### src/rtl/disc_frame_loader.sv
// disc_frame_loader: streams a 3x3 frame into a_1..a_9, holds it SETTLE cycles, captures y_in.
// Optional framing check on s_last is enabled by defining DISC_LAST_CHECK_EN.
module disc_frame_loader #(
    parameter int WIDTH = 32,
    parameter int N_INPUT = 9,
    parameter int SETTLE = 2,
    parameter logic signed [WIDTH-1:0] THRESH = '0
) (
    input  logic             clk,
    input  logic             rst,
    input  logic             s_valid,
    output logic             s_ready,
    input  logic [WIDTH-1:0] s_data,
    input  logic             s_last,
    output logic [WIDTH-1:0] a_1,
    output logic [WIDTH-1:0] a_2,
    output logic [WIDTH-1:0] a_3,
    output logic [WIDTH-1:0] a_4,
    output logic [WIDTH-1:0] a_5,
    output logic [WIDTH-1:0] a_6,
    output logic [WIDTH-1:0] a_7,
    output logic [WIDTH-1:0] a_8,
    output logic [WIDTH-1:0] a_9,
    input  logic [WIDTH-1:0] y_in,
    output logic             m_valid,
    input  logic             m_ready,
    output logic [WIDTH-1:0] m_score,
    output logic             m_real,
    output logic             frame_err
);
    localparam logic [3:0] LAST_IDX    = 4'(N_INPUT - 1);
    localparam logic [3:0] SETTLE_INIT = 4'(SETTLE - 1);

    typedef enum logic [1:0] {ST_LOAD, ST_SETTLE, ST_OUT} state_t;

    state_t           state;
    state_t           state_next;
    logic [3:0]       idx;
    logic [3:0]       cnt;
    logic [WIDTH-1:0] a_q [9];
    logic             accept;
    logic             last_idx;
    logic             short_frame;
    logic             write_en;
    logic             capture;

    // Both streams: a beat transfers on the rising edge where valid && ready.
    assign s_ready  = (state == ST_LOAD) && !rst;
    assign m_valid  = (state == ST_OUT);
    assign accept   = s_valid && s_ready;
    assign last_idx = (idx == LAST_IDX);

`ifdef DISC_LAST_CHECK_EN
    logic missing_last;
    logic frame_err_q;

    assign short_frame  = accept && s_last && !last_idx;
    assign missing_last = accept && !s_last && last_idx;

    always_ff @(posedge clk or posedge rst) begin
        if (rst) frame_err_q <= 1'b0;
        else     frame_err_q <= short_frame || missing_last;
    end
    assign frame_err = frame_err_q;
`else
    logic unused_last;

    assign unused_last = s_last;
    assign short_frame = 1'b0;
    assign frame_err   = 1'b0;
`endif

    always_comb begin
        state_next = state;
        write_en   = 1'b0;
        capture    = 1'b0;
        case (state)
            ST_LOAD: begin
                if (accept) begin
                    write_en = !short_frame;
                    if (last_idx) state_next = ST_SETTLE;
                end
            end
            ST_SETTLE: begin
                if (cnt == 4'd0) begin
                    capture    = 1'b1;
                    state_next = ST_OUT;
                end
            end
            ST_OUT: begin
                if (m_ready) state_next = ST_LOAD;
            end
            default: state_next = ST_LOAD;
        endcase
    end

    always_ff @(posedge clk or posedge rst) begin
        if (rst) state <= ST_LOAD;
        else     state <= state_next;
    end

    always_ff @(posedge clk or posedge rst) begin
        if (rst) begin
            idx     <= 4'd0;
            cnt     <= 4'd0;
            m_score <= '0;
            m_real  <= 1'b0;
            for (int i = 0; i < 9; i++) a_q[i] <= '0;
        end else begin
            for (int i = 0; i < 9; i++) begin
                if (write_en && idx == 4'(i)) a_q[i] <= s_data;
            end
            // A short frame restarts indexing without leaving LOAD.
            if (accept) begin
                if (last_idx || short_frame) idx <= 4'd0;
                else                         idx <= idx + 4'd1;
            end
            if (accept && last_idx)                 cnt <= SETTLE_INIT;
            else if (state == ST_SETTLE && cnt != 0) cnt <= cnt - 4'd1;
            if (capture) begin
                m_score <= y_in;
                m_real  <= ($signed(y_in) > THRESH);
            end
        end
    end

    assign a_1 = a_q[0];
    assign a_2 = a_q[1];
    assign a_3 = a_q[2];
    assign a_4 = a_q[3];
    assign a_5 = a_q[4];
    assign a_6 = a_q[5];
    assign a_7 = a_q[6];
    assign a_8 = a_q[7];
    assign a_9 = a_q[8];
endmodule

### config.mk
export PLATFORM = sky130hd
export DESIGN_NAME = disc_frame_loader
export DESIGN_NICKNAME = d
export VERILOG_FILES = /design/src/rtl/disc_frame_loader.sv
export SDC_FILE = /design/constraint.sdc
export NUM_CORES = 1
export LEC_CHECK = 0
export ABC_AREA = 1
export BUFFER_PORTS_ARGS = -buffer_cell sky130_fd_sc_hd__buf_2
export CAP_MARGIN = 20
export CORE_UTILIZATION = 46
export CTS_CLUSTER_SIZE = 25
export DETAILED_ROUTE_END_ITERATION = 8
export PLACE_DENSITY = 0.87
export SLEW_MARGIN = 0
export SYNTH_ARGS = -nofsm -noshare
export SYNTH_HDL_FRONTEND = slang
export SYNTH_SLANG_ARGS = --single-unit
### constraint.sdc
create_clock -name clk -period 8.84 [get_ports clk]
set_input_delay 0.442 -clock clk [delete_from_list [all_inputs] [get_ports clk]]
set_output_delay 0.442 -clock clk [all_outputs]
set_load 0.01 [all_outputs]
==> metrics.csv <==
stage,metric,value,unit
status,status,"finished, final reports clean",
place,io_buffers,390,
final_layout,final_common_cell,buf_2,
logic_synthesis,syn_inst,1206,
pwr,p_per_area,411,mW/mm^2
final_layout,stdcell_area,0.0156,sq mm
floorplan,rows,59,
critical_path,cp_slowest_cell,buf_4,
critical_path,r2r_cells,7,
final_layout,area_growth_syn_to_layout,28.4,%
logic_synthesis,ys_seq_area_share,68.3,%
sta,final_max_slew_viol_count,0,
critical_path,path_delay_family,simple AND/OR/NAND/NOR gates,
final_layout,final_cell_mix,"390 x buf_2, 331 x dfrtp_1, 258 x nor2_1",
final_layout,drive_gt1_share,29.1,%
clock_tree,htree_levels,2,
drt,drtIter0Drc,924,
drt,vias_per_cell,5.21,
clock_tree,insertion_delay,500,ps
logic_synthesis,synth.distinct_cells,18,
drt,vias,10106,
hold_path,min_path_cells,2,
critical_path,worst-path-max-fanout,50,
pwr,ir_drop,0.283,mV
drt,drtPass1Iterations,6,
critical_path,path_common_cell,nand3_2,
critical_path,crit_buf_inv,2,
final_layout,nNetsFinal,1656,
critical_path,cp.depth,7,
global_route,grt_max_degree,182,
sta,fmax,407,MHz
final_layout,diodes,0,
place,dp.cells,1879,
drt,routed_wl,34400,microns
sta,relSlewSlack,34.9,%
final_layout,multi_input_area,0.00331,sq mm
final_layout,seq_area,0.00828,sq mm
floorplan,initial_utilization,46.6,%
clock_tree,cts_setup_buffers,0,
sta,setup_viol,0,
floorplan,io_pins,393,
logic_synthesis,synth_seq_cells,331,
job,maxCapViolCount,0,
sta,fin_tns_setup,0,ps
clock_tree,cts_hold_buf,0,
critical_path,startpoint_type,flip-flop,
critical_path,crit_required,9180,ps
sta,rsz0062_at_grt,no,
drt,route.detailed.drc,0,
critical_path,critPathKind,reg2reg,
floorplan,core,0.0260,sq mm
sta,fin_skew,17.1,ps
critical_path,slowest_delay,440,ps
place,globalplace.congestion,0.789,
logic_synthesis,yosys_warnings,0,
critical_path,cp.arrival,2790,ps
logic_synthesis,avgSynthCellArea,10.1,sq um
pwr,p_leak,7.84,nW
clock_tree,cts_tree,yes,
clock_tree,clock_path_buffers,3,
final_layout,nFillCells,2080,
clock_tree,cts-root-buf,clkbuf_16,
critical_path,crit_path_end_kind,flip-flop,
floorplan,die_height,164,microns
global_route,grt_pass1_wl,51400,microns
clock_tree,cts_made_buffers,34,
logic_synthesis,synth_fp_nets,1280,
global_route,antenna_found_initial,0,
clock_tree,cts_sinks,331,
place,placed_cell_area,0.0143,sq mm
floorplan,dieArea,0.0270,sq mm
logic_synthesis,syn_area,0.0121,sq mm
clock_tree,clk_pin_slew,60,ps
global_route,grt_pass1_vias,9542,
hold_path,holdCritPathClass,in2reg,
place,dpl.hpwl,22300,microns
final_layout,stdcell_count,1940,
floorplan,die_width,164,microns
sta,fin_crit_sh,27.8,%
drt,wl_per_cell,17.7,microns
drt,antenna_left,0,
global_route,grt_util_all_layers,24.7,%
critical_path,path_cells,"nor2_1, nand3_2, inv_1, nand3_2, buf_4, nand2_1, o21ai_0",
sta,tightest_slew,977,ps
global_route,grt_remaining_overflow,0,
sta,hold_viol,0,
sta,min_period,2450,ps
clock_tree,cts.repair.resized,0,
## metrics by stage
| stage | util [%] | hold WS, ps | total power, mW | worst slack [ps] |
|---|---|---|---|---|
| 5_1_grt | 59.9 | 111 | 6.80 | 6230 |
| 6_report | 59.9 | 130 | 6.40 | 6390 |
| 3_5_place_dp | 55.2 | 468 | 4.88 | 6240 |
| 4_1_cts | 59.7 | 110 | 6.43 | 6390 |
| 2_1_floorplan | - | 474 | 3.81 | 1450 |
| 3_3_place_gp | 55.2 | 460 | 4.74 | 6330 |
## worst reg2reg max path, stage by stage (launching register included)
cell and delay [ps]:
dfrtp_1 400, nor2_1 140, nand3_2 370, inv_1 350, nand3_2 320, buf_4 440
nand2_1 170, o21ai_0 110
## where the power goes
group	switching (mW)	internal [mW]	total [mW]
combinational	1.33	0.891	2.22
sequential	0.412	2.26	2.67
clock	0.575	0.926	1.50
total	2.32	4.08	6.40
## synth_stat cells (all sizes together)
library cell / count / area (sq um)
clkbuf: 29 / 109
a21oi: 227 / 1140
buf: 34 / 179
o21ai: 101 / 505
conb: 1 / 3.75
clkinv: 32 / 120
xor2: 1 / 8.76
nand2: 125 / 469
ha: 5 / 62.6
nand3: 10 / 60.1
nor2: 265 / 1010
inv: 44 / 165
dfrtp: 331 / 8280
o31ai: 1 / 7.51
## worst paths after layout
path | start | endpoint | slack, ps
max | state[0] | a_7[9] | 6390
min | m_ready | state[1] | 130
max reg2reg | state[0] | a_7[9] | 6390
min reg2reg | m_score[16] | m_score[16] | 480
max in group asynchronous | rst | m_score[17] | 6990
min in group asynchronous | rst | state[0] | 250
## cell type report
cell class | count | area share, %
flip-flops and latches | 331 | 53.2
multi-input cells | 736 | 21.2
repair buffers | 403 | 13.4
clock buffers | 52 | 6.68
well taps | 335 | 2.69
inverters | 76 | 1.86
clock inverters | 7 | 0.892
## flip-flops by register name (all words and copies together), names as in the netlist, 32 cells and up
name     flops
a_4         32
a_6         32
a_8         32
m_score     32
a_3         32
a_5         32
a_2         32
a_1         32
a_9         32
a_7         32
## kinds of logic (layout without fill, tap and decap cells)
| kind of cell | after synthesis | after routing | synth area share (%) |
|---|---|---|---|
| buffers and inverters | 139 | 538 | 4.73 |
| other | 1 | 1 | 0.0309 |
| and+or+nand+nor | 400 | 400 | 12.7 |
| DFF | 331 | 331 | 68.3 |
| adders and majority gates | 5 | 5 | 0.516 |
| AOI/OAI and AO/OA | 329 | 329 | 13.6 |
| xor gates and xnor gates | 1 | 1 | 0.0723 |
## layer usage
layer	part of all wire [%]	track usage (%)	wire length, microns
met5	0	0	0
met4	2.4	8.54	836
met3	8.9	6.41	3060
met2	50	42.2	17200
met1	39	30.3	13300
Note: power is estimated with default switching activity, not from simulation.
